File: src/rtl/ez8_instr_loader.sv
// Loads a framed instruction image into ez8_cpu instruction memory, holding the CPU while loading.
// Latency: write strobe one cycle after each INSTR_LO byte; reset request one cycle after the final byte.
// Backpressure: none; every rx_valid byte is consumed immediately.
//
// Ports:
//   clk, reset                 system clock, asynchronous active-high reset
//   rx_data, rx_valid          byte stream from the upstream byte source
//   instr_writeaddr/_writedata/_write_en   instruction memory write port
//   pause                      holds the CPU while a frame is loading or after a failed frame
//   cpu_reset_req              single-cycle pulse after a successful load
//   busy                       frame in progress
//   load_error                 last frame failed; cleared by the next SYNC_BYTE
//
// Build option: define EZ8_LOADER_CHECKSUM_EN to require and check a trailing checksum byte.
module ez8_instr_loader #(
   parameter int         ADDR_WIDTH     = 12,
   parameter logic [7:0] SYNC_BYTE      = 8'hA5,
   parameter int         TIMEOUT_CYCLES = 1000000
) (
   input  logic                  clk,
   input  logic                  reset,
   input  logic [7:0]            rx_data,
   input  logic                  rx_valid,
   output logic [ADDR_WIDTH-1:0] instr_writeaddr,
   output logic [15:0]           instr_writedata,
   output logic                  instr_write_en,
   output logic                  pause,
   output logic                  cpu_reset_req,
   output logic                  busy,
   output logic                  load_error
);

   localparam int                TW        = $clog2(TIMEOUT_CYCLES + 1);
   localparam logic [TW-1:0]     TMO_LAST  = TW'(TIMEOUT_CYCLES - 1);
   // Largest image that fits the address space, in words.
   localparam logic [16:0]       MAX_WORDS = 17'(1) << ADDR_WIDTH;

   typedef enum logic [2:0] {
      S_IDLE,
      S_LEN_HI,
      S_LEN_LO,
      S_DATA_HI,
      S_DATA_LO,
`ifdef EZ8_LOADER_CHECKSUM_EN
      S_CSUM,
`endif
      S_ERROR
   } state_t;

   state_t                state_q,    state_d;
   logic [7:0]            len_hi_q,   len_hi_d;
   logic [ADDR_WIDTH-1:0] last_idx_q, last_idx_d;
   logic [ADDR_WIDTH-1:0] idx_q,      idx_d;
   logic [7:0]            hi_q,       hi_d;
   logic [7:0]            sum_q,      sum_d;
   logic [TW-1:0]         tmo_q,      tmo_d;
   logic                  wr_en_q,    wr_en_d;
   logic [ADDR_WIDTH-1:0] wr_addr_q,  wr_addr_d;
   logic [15:0]           wr_data_q,  wr_data_d;
   logic                  rst_req_q,  rst_req_d;

   logic                  active;
   logic [15:0]           n_len;

   // Inside a frame means any state between SYNC and the end of the frame.
   assign active = (state_q != S_IDLE) && (state_q != S_ERROR);
   assign n_len  = {len_hi_q, rx_data};

   always_comb begin
      state_d    = state_q;
      len_hi_d   = len_hi_q;
      last_idx_d = last_idx_q;
      idx_d      = idx_q;
      hi_d       = hi_q;
      sum_d      = sum_q;
      tmo_d      = '0;
      wr_en_d    = 1'b0;
      wr_addr_d  = wr_addr_q;
      wr_data_d  = wr_data_q;
      rst_req_d  = 1'b0;

      // Inter-byte watchdog; a received byte always wins over an expiring count.
      if (active) begin
         if (rx_valid) begin
            tmo_d = '0;
         end else if (tmo_q == TMO_LAST) begin
            state_d = S_ERROR;
         end else begin
            tmo_d = tmo_q + TW'(1);
         end
      end

      case (state_q)
         S_IDLE, S_ERROR: begin
            if (rx_valid && (rx_data == SYNC_BYTE)) begin
               state_d = S_LEN_HI;
               sum_d   = '0;
               idx_d   = '0;
            end
         end
         S_LEN_HI: begin
            if (rx_valid) begin
               len_hi_d = rx_data;
               sum_d    = sum_q + rx_data;
               state_d  = S_LEN_LO;
            end
         end
         S_LEN_LO: begin
            if (rx_valid) begin
               sum_d = sum_q + rx_data;
               if ({1'b0, n_len} > MAX_WORDS) begin
                  state_d = S_ERROR;
               end else if (n_len == 16'd0) begin
`ifdef EZ8_LOADER_CHECKSUM_EN
                  state_d = S_CSUM;
`else
                  state_d   = S_IDLE;
                  rst_req_d = 1'b1;
`endif
               end else begin
                  state_d    = S_DATA_HI;
                  idx_d      = '0;
                  last_idx_d = ADDR_WIDTH'(n_len - 16'd1);
               end
            end
         end
         S_DATA_HI: begin
            if (rx_valid) begin
               hi_d    = rx_data;
               sum_d   = sum_q + rx_data;
               state_d = S_DATA_LO;
            end
         end
         S_DATA_LO: begin
            if (rx_valid) begin
               sum_d     = sum_q + rx_data;
               wr_en_d   = 1'b1;
               wr_addr_d = idx_q;
               wr_data_d = {hi_q, rx_data};
               idx_d     = idx_q + ADDR_WIDTH'(1);
               if (idx_q == last_idx_q) begin
`ifdef EZ8_LOADER_CHECKSUM_EN
                  state_d = S_CSUM;
`else
                  state_d   = S_IDLE;
                  rst_req_d = 1'b1;
`endif
               end else begin
                  state_d = S_DATA_HI;
               end
            end
         end
`ifdef EZ8_LOADER_CHECKSUM_EN
         S_CSUM: begin
            if (rx_valid) begin
               if (rx_data == sum_q) begin
                  state_d   = S_IDLE;
                  rst_req_d = 1'b1;
               end else begin
                  state_d = S_ERROR;
               end
            end
         end
`endif
         default: state_d = S_IDLE;
      endcase
   end

   always_ff @(posedge clk or posedge reset) begin
      if (reset) begin
         state_q    <= S_IDLE;
         len_hi_q   <= '0;
         last_idx_q <= '0;
         idx_q      <= '0;
         hi_q       <= '0;
         sum_q      <= '0;
         tmo_q      <= '0;
         wr_en_q    <= 1'b0;
         wr_addr_q  <= '0;
         wr_data_q  <= '0;
         rst_req_q  <= 1'b0;
      end else begin
         state_q    <= state_d;
         len_hi_q   <= len_hi_d;
         last_idx_q <= last_idx_d;
         idx_q      <= idx_d;
         hi_q       <= hi_d;
         sum_q      <= sum_d;
         tmo_q      <= tmo_d;
         wr_en_q    <= wr_en_d;
         wr_addr_q  <= wr_addr_d;
         wr_data_q  <= wr_data_d;
         rst_req_q  <= rst_req_d;
      end
   end

   assign instr_writeaddr = wr_addr_q;
   assign instr_writedata = wr_data_q;
   assign instr_write_en  = wr_en_q;
   assign cpu_reset_req   = rst_req_q;
   // pause falls in the same cycle the reset request pulses, since both follow the IDLE transition.
   assign pause           = (state_q != S_IDLE);
   assign busy            = active;
   assign load_error      = (state_q == S_ERROR);

endmodule
File: config.mk
export PLATFORM = sky130hd
export DESIGN_NAME = ez8_instr_loader
export DESIGN_NICKNAME = d
export VERILOG_FILES = /design/src/rtl/ez8_instr_loader.sv
export SDC_FILE = /design/constraint.sdc
export NUM_CORES = 1
export LEC_CHECK = 0
export BUFFER_PORTS_ARGS = -buffer_cell sky130_fd_sc_hd__clkbuf_2
export CAP_MARGIN = 20
export CORE_MARGIN = 5
export CORE_UTILIZATION = 40
export CTS_CLUSTER_DIAMETER = 100
export CTS_CLUSTER_SIZE = 12
export DETAILED_ROUTE_END_ITERATION = 8
export GPL_ROUTABILITY_DRIVEN = 0
export HOLD_SLACK_MARGIN = 0.02
export PLACE_DENSITY = 0.68
export RECOVER_POWER = 25
export SETUP_SLACK_MARGIN = 0.2
export SYNTH_ARGS = -nofsm -noshare
export SYNTH_HDL_FRONTEND = slang
export SYNTH_SLANG_ARGS = --single-unit
File: constraint.sdc
create_clock -name clk -period 3.7 [get_ports clk]
set_input_delay 0.37 -clock clk [delete_from_list [all_inputs] [get_ports clk]]
set_output_delay 0.37 -clock clk [all_outputs]
set_load 0.02 [all_outputs]
# After elaboration in Yosys (flattened, before gate mapping)
# Index checks and enable logic that the tools add are counted.
# Widths: inputs -> output; s select.
dict set report word_totals {
  output_inout_bits 33
  reg_bits 93
  inputBits 11
  elab_cells 71
}
dict set report classes {
  addsub 3
  order_cmp 1
  eq_ne 14
  muxes 29
  n_reduce_logical 12
  bitwise 2
}
# operator count
set ops {}
lappend ops {{$mux 12} 5}
lappend ops {{$mux 20} 3}
lappend ops {{$pmux 12 s3} 1}
lappend ops {{$mux 3} 9}
lappend ops {{$add 20x1->20 const B} 1}
lappend ops {{$eq 20x20->1 const B} 1}
lappend ops {{$gt 16x13->1 const B} 1}
lappend ops {{$logic_not 16->1} 1}
lappend ops {{$pmux 3 s5} 1}
lappend ops {{$add 12x1->12 const B} 1}
lappend ops {{$eq 12x12->1} 1}
lappend ops {{$sub 12x1->12 const B} 1}
lappend ops {{$ne 2x2->1 const B} 5}
lappend ops {{$eq 8x8->1 const B} 1}
lappend ops {{$mux 1} 7}
lappend ops {{$eq 3x2->1 const B} 2}
lappend ops {{$eq 3x3->1 const B} 2}
lappend ops {{$reduce_and 2->1} 3}
lappend ops {{$reduce_and 6->1} 1}
lappend ops {{$reduce_bool 3->1} 2}
lappend ops {{$mux 2} 2}
lappend ops {{$reduce_and 4->1} 1}
lappend ops {{$eq 3x1->1 const B} 1}
lappend ops {{$logic_not 3->1} 1}
lappend ops {{other kinds (5)} 7}

# Longest topological paths before layout
# Gate-level depths: netlist (run 1).
dict set report logic_depth {
  depth_word 6
  ltp_mapped 8
  depth_no_buf 7
}

# Worst setup path before layout (run 1)
# Ideal clock, no wire load.
dict set report synth_timing {
  kind {input-to-reg}
  start {in rx_data[1]}
  end {reg idx_q[5]}
  setup_time_ns 0.139
  stages 8
  n_path_buf 1
  t_required_ns 3.561
  arrival_time_ns 1.885
  slack_ns 1.676
  cell_sequence {inv_1 > ha_1 > nor4b_4 > a31oi_2 > nor4b_4 > o21bai_2 > buf_6 > a31oi_1}
}
dict set report synth_between {
  elab_chain_cells 4
  elab_cells_between_ends 8
  cone_classes {order compare (1); eq/ne (4); reduce/logical (3)}
}
# element line_no
set synth_rtl {}
lappend synth_rtl {{start, declared} 22} ;# input logic [7:0] rx_data,
lappend synth_rtl {{parallel branches: the longest is 3 deep, another holds $gt 16x13->1} --}
lappend synth_rtl {{$reduce_and 6->1 (no source line) *} --}
lappend synth_rtl {{end signal, assigned} 186} ;# idx_q <= idx_d;
lappend synth_rtl {{end, declared} 53} ;# logic [ADDR_WIDTH-1:0] idx_q, idx_d;
# Every way passes the cells marked *.
# A chain may end at the register's enable or synchronous reset.

# Final worst setup path (run 1)
dict set report layout_timing {
  start {reg state_q[2]}
  end {reg idx_q[3]}
}
dict set report layout_between {
  elab_chain_cells 4
  elab_cells_between_ends 13
  cone_classes {eq/ne (8); mux (1); reduce/logical (4)}
}
# element line_no
set layout_rtl {}
lappend layout_rtl {{start, declared} 50} ;# state_t state_q, state_d;
lappend layout_rtl {{start signal, assigned} 183} ;# state_q <= state_d;
lappend layout_rtl {{$eq 3x3->1 / $logic_not 3->1 (equally long branches)} 93} ;# case (state_q)
lappend layout_rtl {{$reduce_or 2->1} --}
lappend layout_rtl {{$ne 2x2->1 (no source line) / $reduce_bool 3->1 (equally long branches)} --}
lappend layout_rtl {{$reduce_and 6->1 (no source line)} --}
# Parallel ways exist; a longest one is shown, timed or not.

==> flow_summary.yaml, run 1 <==
grt:
  grt_pass1_wl_mm: 16.0
  antenna_found_initial: 0
  grt_max_degree: 39
  grt_usage: 0.151
  grt_overflow: 0
  grt_pass1_vias: 3153
floorplanning:
  start_util: 0.410
  core-area_um2: 10900
  pin_count: 44
  dieArea_um2: 13400
  std_cell_rows: 38
  die_y_um: 116
  fp.dieW_um: 116
power_and_ir_drop:
  power_mw: 3.99
  powerDensity_nw_per_um2: 781
  ir_drop_mv: 0.306
  leakage_nw: 2.24
hold_path:
  worstHoldPathType: "in2reg"
  hold_start: "rx_data[1]"
  whs_path_depth: 2
  hold_end: "len_hi_q[1]"
sta:
  finalSetupTns_ns: 0
  period_share: 0.702
  fin_crit_ns: 2.60
  finClkSkew_ns: 0.00990
  slew_viol_final: 0
  fin_ws_ns: 1.10
  setup_violations: 0
  rsz0062_at_grt: "no"
  slew_headroom: 0.376
  worst_pin_slew_ns: 0.936
  hold_viol: 0
  fmax_ghz: 0.385
setup_path:
  worstRegToRegCells: 7
  worstReg2RegEnd: "idx_q[3]"
  cp_data_arrival_time_ns: 2.82
  start_kind: "register"
  worstPathRequired_ns: 3.92
  crit_fanout: 23
  worst_setup_path_end_kind: "register"
  worstSetupPathType: "reg2reg"
  ff2ff_setup_slack_ns: 1.10
  r2r_start: "state_q[2]"
place:
  dp_hpwl_mm: 6.75
  placed_cells: 609
  place_ws_ns: 1.09
  io_buffers: 43
detailed_routing:
  drc: 0
  drt_iter0_markers: 203
  routedWlPerCell_um: 15.3
  finalWirelength_mm: 9.55
  vias: 3287
  drt_first_pass_iters: 5
  antenna_left: 0
  via_per_inst: 5.25
final_layout:
  utilization: 0.468
  multi_input_area_um2: 1960
  seqCellArea_um2: 2330
  areaGrowthSynthToFinish_pct: 14.1
  fin_nets: 496
  diodes: 0
  finalNonFillerCells: 626
  fillers: 1071
  drive_above_1_share: 0.138
cts:
  cts.clk_slew.worst_paths_ns: 0.07
  cts_made_buffers: 9
  cts_setup_buffers: 0
  htree_levels: 3
  clock_sinks: 93
  cts_max_path_buffers: 2
  cts_tree: "yes"
  cts_hold_buf: 1
  clk-insertion-delay-late_ns: 0.35
  clockRootBuffer: "clkbuf_16"
  post_cts_resized: 0
synth:
  synthArstFlopShare: 1.00
  synth_area_per_cell_um2: 10.1
  synth_cell_types: 53
  synth-edff-count: 0
  synth.cell_area_um2: 4490
  synth_seq_cells: 93
  ys_seq_area_frac: 0.519
  synth_nets: 457
  synth-main-ff-cell: "dfrtp_1"
  yosysWarnings: 0
  postSynthCellCount: 442
flow_run:
  maxCapViolations: 0
outcome:
  status: "completed"
## cell families after synthesis
logic type | share of synthesized area
buf+inv | 0.0435
fa+ha+maj | 0.0134
xor+xnor | 0.0781
mux | 0.0597
flops | 0.519
simple gates | 0.207
compound gates | 0.0795
## metal layers
metal	share of wire	track usage
met1	0.49	0.221
met2	0.45	0.222
met3	0.044	0.0209
met4	0.020	0.0688
met5	0	0
## power breakdown
part,total (mW),internal [mW],switching (mW)
Combinational,1.20,0.477,0.728
Sequential,1.71,1.37,0.336
Clock,1.08,0.670,0.413
## stage by stage
step / hold WS (ns) / instance area (um2)
after floorplan: 0.446 / 4490
after global placement: 0.336 / 4790
after detailed placement: 0.337 / 4790
after CTS: 0.299 / 5160
after global routing: 0.319 / 5120
final: 0.320 / 5120
## registers in the layout, indices dropped and copies added, names as in the netlist
register and cells:
cpu_reset_req 1, tmo_q 20, instr_writeaddr 12, last_idx_q 12
hi_q 8, instr_writedata 16, idx_q 12, len_hi_q 8
instr_write_en 1, state_q 3
## layout by cell type, fill, tap and decap left out, types with 3 or more instances in the layout
cell / count
a21oi_1: 15
a31oi_1: 9
and2_1: 5
and3_1: 7
buf_4: 4
bufinv_16: 3
clkbuf_1: 30
clkbuf_16: 9
clkbuf_2: 14
dfrtp_1: 93
ha_1: 4
inv_1: 18
mux2_2: 22
nand2_1: 62
nand2b_1: 4
nand3_1: 11
nand4_1: 8
nand4b_1: 3
nor2_1: 43
nor3_1: 14
nor4_1: 5
o21ai_0: 15
o21ai_1: 5
or3_1: 3
or4_1: 3
xnor2_1: 19
xor2_1: 21
## cell usage after synthesis, types with 6 or more instances
library cell / count / area share
xnor2_1: 19 / 0.037
xor2_1: 21 / 0.041
buf_2: 6 / 0.0067
a21oi_1: 15 / 0.017
inv_1: 19 / 0.016
dfrtp_1: 93 / 0.52
a31oi_1: 9 / 0.013
clkbuf_1: 9 / 0.0075
nand3_1: 11 / 0.012
nor2_1: 43 / 0.036
mux2_2: 22 / 0.055
nand4_1: 8 / 0.011
o21ai_0: 15 / 0.017
and3_1: 7 / 0.0098
nor3_1: 14 / 0.016
nand2_1: 62 / 0.052
## worst max-delay path by stage
stage	from	cells past startpoint	endpoint
2_1_floorplan	reset	1	cpu_reset_req
3_3_place_gp	rx_data[0]	9	idx_q[10]
3_5_place_dp	rx_data[0]	9	idx_q[1]
4_1_cts	state_q[2]	7	idx_q[3]
5_1_grt	state_q[0]	7	idx_q[3]
6_report	state_q[2]	7	idx_q[3]
## final cells by class
type | count | share of cell area
tap | 140 | 0.0342
clock inverter | 7 | 0.0247
sequential | 93 | 0.455
inverter | 20 | 0.0149
clock buffer | 9 | 0.0440
multi-input combinational | 308 | 0.384
timing repair buffer | 49 | 0.0435
## worst max-delay path: stages, from the launching register on
cell	delay, ns
dfrtp_1	0.51
nor3b_1	0.20
buf_4	0.19
nand2_1	0.49
clkinv_1	0.63
nand3_1	0.25
o31a_1	0.15
o21ai_1	0.06
(Power assumes the default switching activity.)
==> run 2: changes to the inputs <==
clock period = 2.63 ns   (was 3.7 ns; I/O delays follow)
==> run 2 against run 1 <==
Compared with the run above: utilization decreased by 0.24 points; global-route usage increased by 0.23 points; critical path type unchanged; clock-buffer cell count unchanged; critical path depth decreased by 2; die area unchanged; wire length decreased by 0.70%; highest routed layer unchanged; sequential power increased by 40%; hold slack got worse by 0.10 ns; clock skew decreased by 0.0015 ns; via count about the same; register-to-register slack got worse by 0.55 ns.
==> flow_summary.yaml, run 2 (synthesis results as in run 1) <==
outcome:
  status: "completed"
setup_path:
  cp_data_arrival_time_ns: 2.34
  start_kind: "register"
  crit_fanout: 3
  worstSetupPathType: "reg2reg"
  worst_setup_path_end_kind: "register"
  worstPathRequired_ns: 2.89
cts:
  cts_tree: "yes"
  cts_made_buffers: 9
  htree_levels: 3
  post_cts_resized: 0
  clockRootBuffer: "clkbuf_16"
  clk-insertion-delay-late_ns: 0.35
  cts_max_path_buffers: 2
  clock_sinks: 93
  cts.clk_slew.worst_paths_ns: 0.07
floorplanning:
  fp.dieW_um: 116
  dieArea_um2: 13400
  die_y_um: 116
  start_util: 0.410
  core-area_um2: 10900
  std_cell_rows: 38
  pin_count: 44
final_layout:
  drive_above_1_share: 0.143
  utilization: 0.465
  layout_commonest_cell: "dfrtp_1"
  final_cell_mix: "dfrtp_1 (93), nand2_1 (62), nor2_1 (43), clkbuf_1 (29), mux2_2 (22)"
  multi_input_area_um2: 1960
  largest_register_ffs: 20
  diodes: 0
  top_register: "tmo_q"
  seqCellArea_um2: 2330
  areaGrowthSynthToFinish_pct: 13.5
  fillers: 1042
  fin_nets: 498
detailed_routing:
  routedWlPerCell_um: 15.1
  drc: 0
  vias: 3290
  drt_first_pass_iters: 7
  drt_iter0_markers: 163
  antenna_left: 0
  via_per_inst: 5.24
  finalWirelength_mm: 9.49
grt:
  grt_pass1_vias: 3202
  grt_usage: 0.153
  grt_max_degree: 69
  antenna_found_initial: 0
  grt_pass1_wl_mm: 16.2
  grt_overflow: 0
flow_run:
  maxCapViolations: 0
sta:
  fin_crit_ns: 2.08
  period_share: 0.791
  finalSetupTns_ns: 0
  finClkSkew_ns: 0.00840
  hold_viol: 0
  setup_violations: 0
  slew_headroom: 0.192
  worst_pin_slew_ns: 1.21
  fmax_ghz: 0.481
  slew_viol_final: 0
  rsz0062_at_grt: "no"
hold_path:
  worstHoldPathType: "in2reg"
place:
  dp_hpwl_mm: 6.81
  io_buffers: 43
power_and_ir_drop:
  powerDensity_nw_per_um2: 1060
  leakage_nw: 2.23
  power_mw: 5.38
  ir_drop_mv: 0.471
## run 2: cell types whose count changed in the layout (fill, tap and decap cells not counted), sizes merged
cell / before / now
buf: 4 / 7
bufinv: 3 / 0
clkbuf: 53 / 52
clkinv: 1 / 4
clkinvlp: 2 / 3
inv: 21 / 20
## run 2: layout make-up
type | count | share of cell area
flip-flops and latches | 93 | 0.457
multi-input cells | 308 | 0.386
repair buffers | 51 | 0.0499
clock buffers | 9 | 0.0442
well taps | 140 | 0.0344
inverters | 20 | 0.0150
clock inverters | 7 | 0.0135
## run 2: worst paths after layout
path                       slack [ns]  cells past startpoint               start            endpoint
min in group asynchronous        0.69                      3               reset           idx_q[11]
max in group asynchronous        1.09                      4               reset  instr_writedata[3]
setup reg to reg                 0.55                      5            tmo_q[7]          state_q[2]
hold / removal                   0.22                      2          rx_data[1]         len_hi_q[1]
setup / recovery                 0.55                      5            tmo_q[7]          state_q[2]
hold reg to reg                  0.47                      2  instr_writeaddr[6]  instr_writeaddr[6]
## run 2: critical path, stage by stage, from the launching register on
cell and delay (ns):
dfrtp_1 0.40, or4_1 0.55, or4_1 0.56, o21ai_1 0.16
o311ai_1 0.13, a22oi_1 0.20
## run 2: per-layer routing
| layer | global-route usage | wire [um] |
|---|---|---|
| met5 | 0 | 0 |
| met4 | 0.0673 | 192 |
| met3 | 0.0277 | 395 |
| met2 | 0.235 | 4400 |
| met1 | 0.213 | 4490 |
## run 2: power by group
group          leakage, nW  total (mW)  internal (mW)  switching [mW]
clock network        0.137        1.26          0.662           0.600
logic                0.895        1.72          0.686            1.04
registers             1.20        2.40           1.93           0.468
total                 2.23        5.38           3.28            2.10
## run 2: timing repair
item | CTS | global route
hold buffers | 1 | 0
setup buffers | 0 | 0
endpoints found under the hold margin | 25 | 0
## run 2: per-stage QoR
step           std cells  hold slack (ns)  area [um2]  worst slack, ns
2_1_floorplan        442            0.368        4490            0.713
3_3_place_gp         611            0.354        4820            0.396
3_5_place_dp         611            0.363        4820            0.343
4_1_cts              628            0.202        5130            0.529
5_1_grt              628            0.207        5090            0.342
6_report             628            0.220        5090            0.549
==> run 3: changes to the inputs <==
clock period = 2.14 ns   (was 2.63 ns; I/O delays follow)
==> run 3 against run 2 <==
Compared with the run above: clock-buffer cell count up 2; non-clock buffer count up 26; setup slack worse by 0.54 ns; largest cell class unchanged; largest power group unchanged.
==> flow_summary.yaml, run 3 (synthesis results as in run 1) <==
outcome:
  status: "completed"
sta:
  hold_viol: 0
  worst_pin_slew_ns: 1.28
  finClkSkew_ns: 0.00940
  period_share: 0.995
  slew_headroom: 0.149
  fin_crit_ns: 2.13
  slew_viol_final: 0
  fmax_ghz: 0.470
  setup_violations: 0
  worst_hold_slack_ns: 0.158
  rsz0062_at_grt: "yes"
setup_path:
  cpMaxStageDelayCell: "or4_4"
  crit_cells: 5
  slowest_delay_ns: 0.57
  worstPathCellList: "or4_4 -> or4_4 -> o21ai_2 -> o311ai_2 -> a22oi_1"
  r2r_start: "tmo_q[7]"
  worstReg2RegEnd: "state_q[2]"
  critical_path.top_delay_family: "simple AND/OR/NAND/NOR gates"
  critPathLaunch: "tmo_q[7]"
  crit_end: "state_q[2]"
  cp_data_arrival_time_ns: 2.37
  crit_fanout: 2
  path_common_cell: "or4_4"
  worstPathRequired_ns: 2.38
  cp_num_buf_inv: 0
  start_kind: "register"
  worst_setup_path_end_kind: "register"
  worstRegToRegCells: 5
  worstSetupPathType: "reg2reg"
  ff2ff_setup_slack_ns: 0.01
cts:
  clock_sinks: 93
  cts_tree: "yes"
  clockRootBuffer: "clkbuf_16"
  cts_max_path_buffers: 2
  htree_levels: 3
  clk-insertion-delay-late_ns: 0.35
  cts.clk_slew.worst_paths_ns: 0.06
  cts_made_buffers: 9
grt:
  grt_max_degree: 94
  grt_overflow: 0
  grt_usage: 0.161
  antenna_found_initial: 0
  grt_pass1_wl_mm: 17.0
  grt_pass1_vias: 3391
floorplanning:
  core-area_um2: 10900
  die_y_um: 116
  pin_count: 44
  start_util: 0.410
  dieArea_um2: 13400
  fp.dieW_um: 116
  std_cell_rows: 38
final_layout:
  utilization: 0.510
  drive_above_1_share: 0.309
  layout_commonest_cell: "dfrtp_1"
  largest_register_ffs: 20
  top_register: "tmo_q"
  areaGrowthSynthToFinish_pct: 24.2
  final_cell_mix: "dfrtp_1 (91), nand2_1 (62), clkbuf_2 (42), nor2_1 (32), buf_4 (26)"
  fin_nets: 524
  diodes: 0
hold_path:
  hold_start: "rx_data[1]"
  worstHoldPathType: "in2reg"
  whs_path_depth: 2
power_and_ir_drop:
  leakage_nw: 2.48
  powerDensity_nw_per_um2: 1270
  ir_drop_mv: 0.609
detailed_routing:
  drc: 0
  routedWlPerCell_um: 16.5
  drt_first_pass_iters: 4
  finalWirelength_mm: 10.7
  antenna_left: 0
  vias: 3516
  via_per_inst: 5.39
  drt_iter0_markers: 255
place:
  io_buffers: 43
  dp_hpwl_mm: 6.94
flow_run:
  maxCapViolations: 0
run 3: changes by cell type in the layout (fill, tap and decap cells not counted), sizes merged:
| cell | delta |
|---|---|
| clkinvlp | +1 |
| buf | +23 |
| dlygate4sd3 | -1 |
| clkbuf | +6 |
| clkinv | -3 |
| inv | -2 |
run 3: worst min-delay path by stage:
stage	endpoint	slack [ns]
2_1_floorplan	instr_writedata[4]	0.32
3_3_place_gp	cpu_reset_req	0.39
3_5_place_dp	tmo_q[0]	0.39
4_1_cts	tmo_q[3]	0.02
5_1_grt	len_hi_q[1]	0.18
6_report	len_hi_q[1]	0.16
run 3: layout make-up:
cell class,instances,area (um2)
fill,1001,5360
sequential,93,2330
multi-input combinational,308,2160
timing repair buffer,77,563
clock buffer,11,243
tap,140,175
inverter,20,82.6
clock inverter,3,23.8
run 3: metal layers:
layer,global-route usage,routed length (um)
met5,0,0
met4,0.0657,185
met3,0.0292,429
met2,0.249,5380
met1,0.223,4740
run 3: repair_timing:
item | 4_1_cts | 5_1_grt
endpoints found under the setup margin | 32 | 52
cloned | 0 | 3
resized for setup | 5 | 44
pin swaps | 4 | 7
hold buffers | 0 | 0
buffers inserted | 5 | 4
run 3: power by group:
group | leakage (nW) | internal, mW | switching (mW)
logic | 1.16 | 1.16 | 1.52
registers | 1.20 | 2.37 | 0.527
clock network | 0.124 | 0.809 | 0.674
total | 2.48 | 4.34 | 2.72
run 3: worst register-to-register path: stages (launching register included):
cell	delay (ns)
dfrtp_1	0.39
or4_4	0.54
or4_4	0.57
o21ai_2	0.16
o311ai_2	0.13
a22oi_1	0.25
run 3: through the flow:
stage / setup TNS (ns) / std cells / instance area (um2) / power [mW] / setup WS, ns
after floorplan: 0 / 442 / 4490 / 4.49 / 0.228
after global placement: 0 / 626 / 4960 / 5.18 / 0.109
after detailed placement: 0 / 626 / 4960 / 5.28 / 0.0536
after CTS: 0 / 645 / 5290 / 6.79 / 0.0751
after global routing: -0.00716 / 652 / 5570 / 7.49 / -0.00716
final: 0 / 652 / 5570 / 7.06 / 0.0118
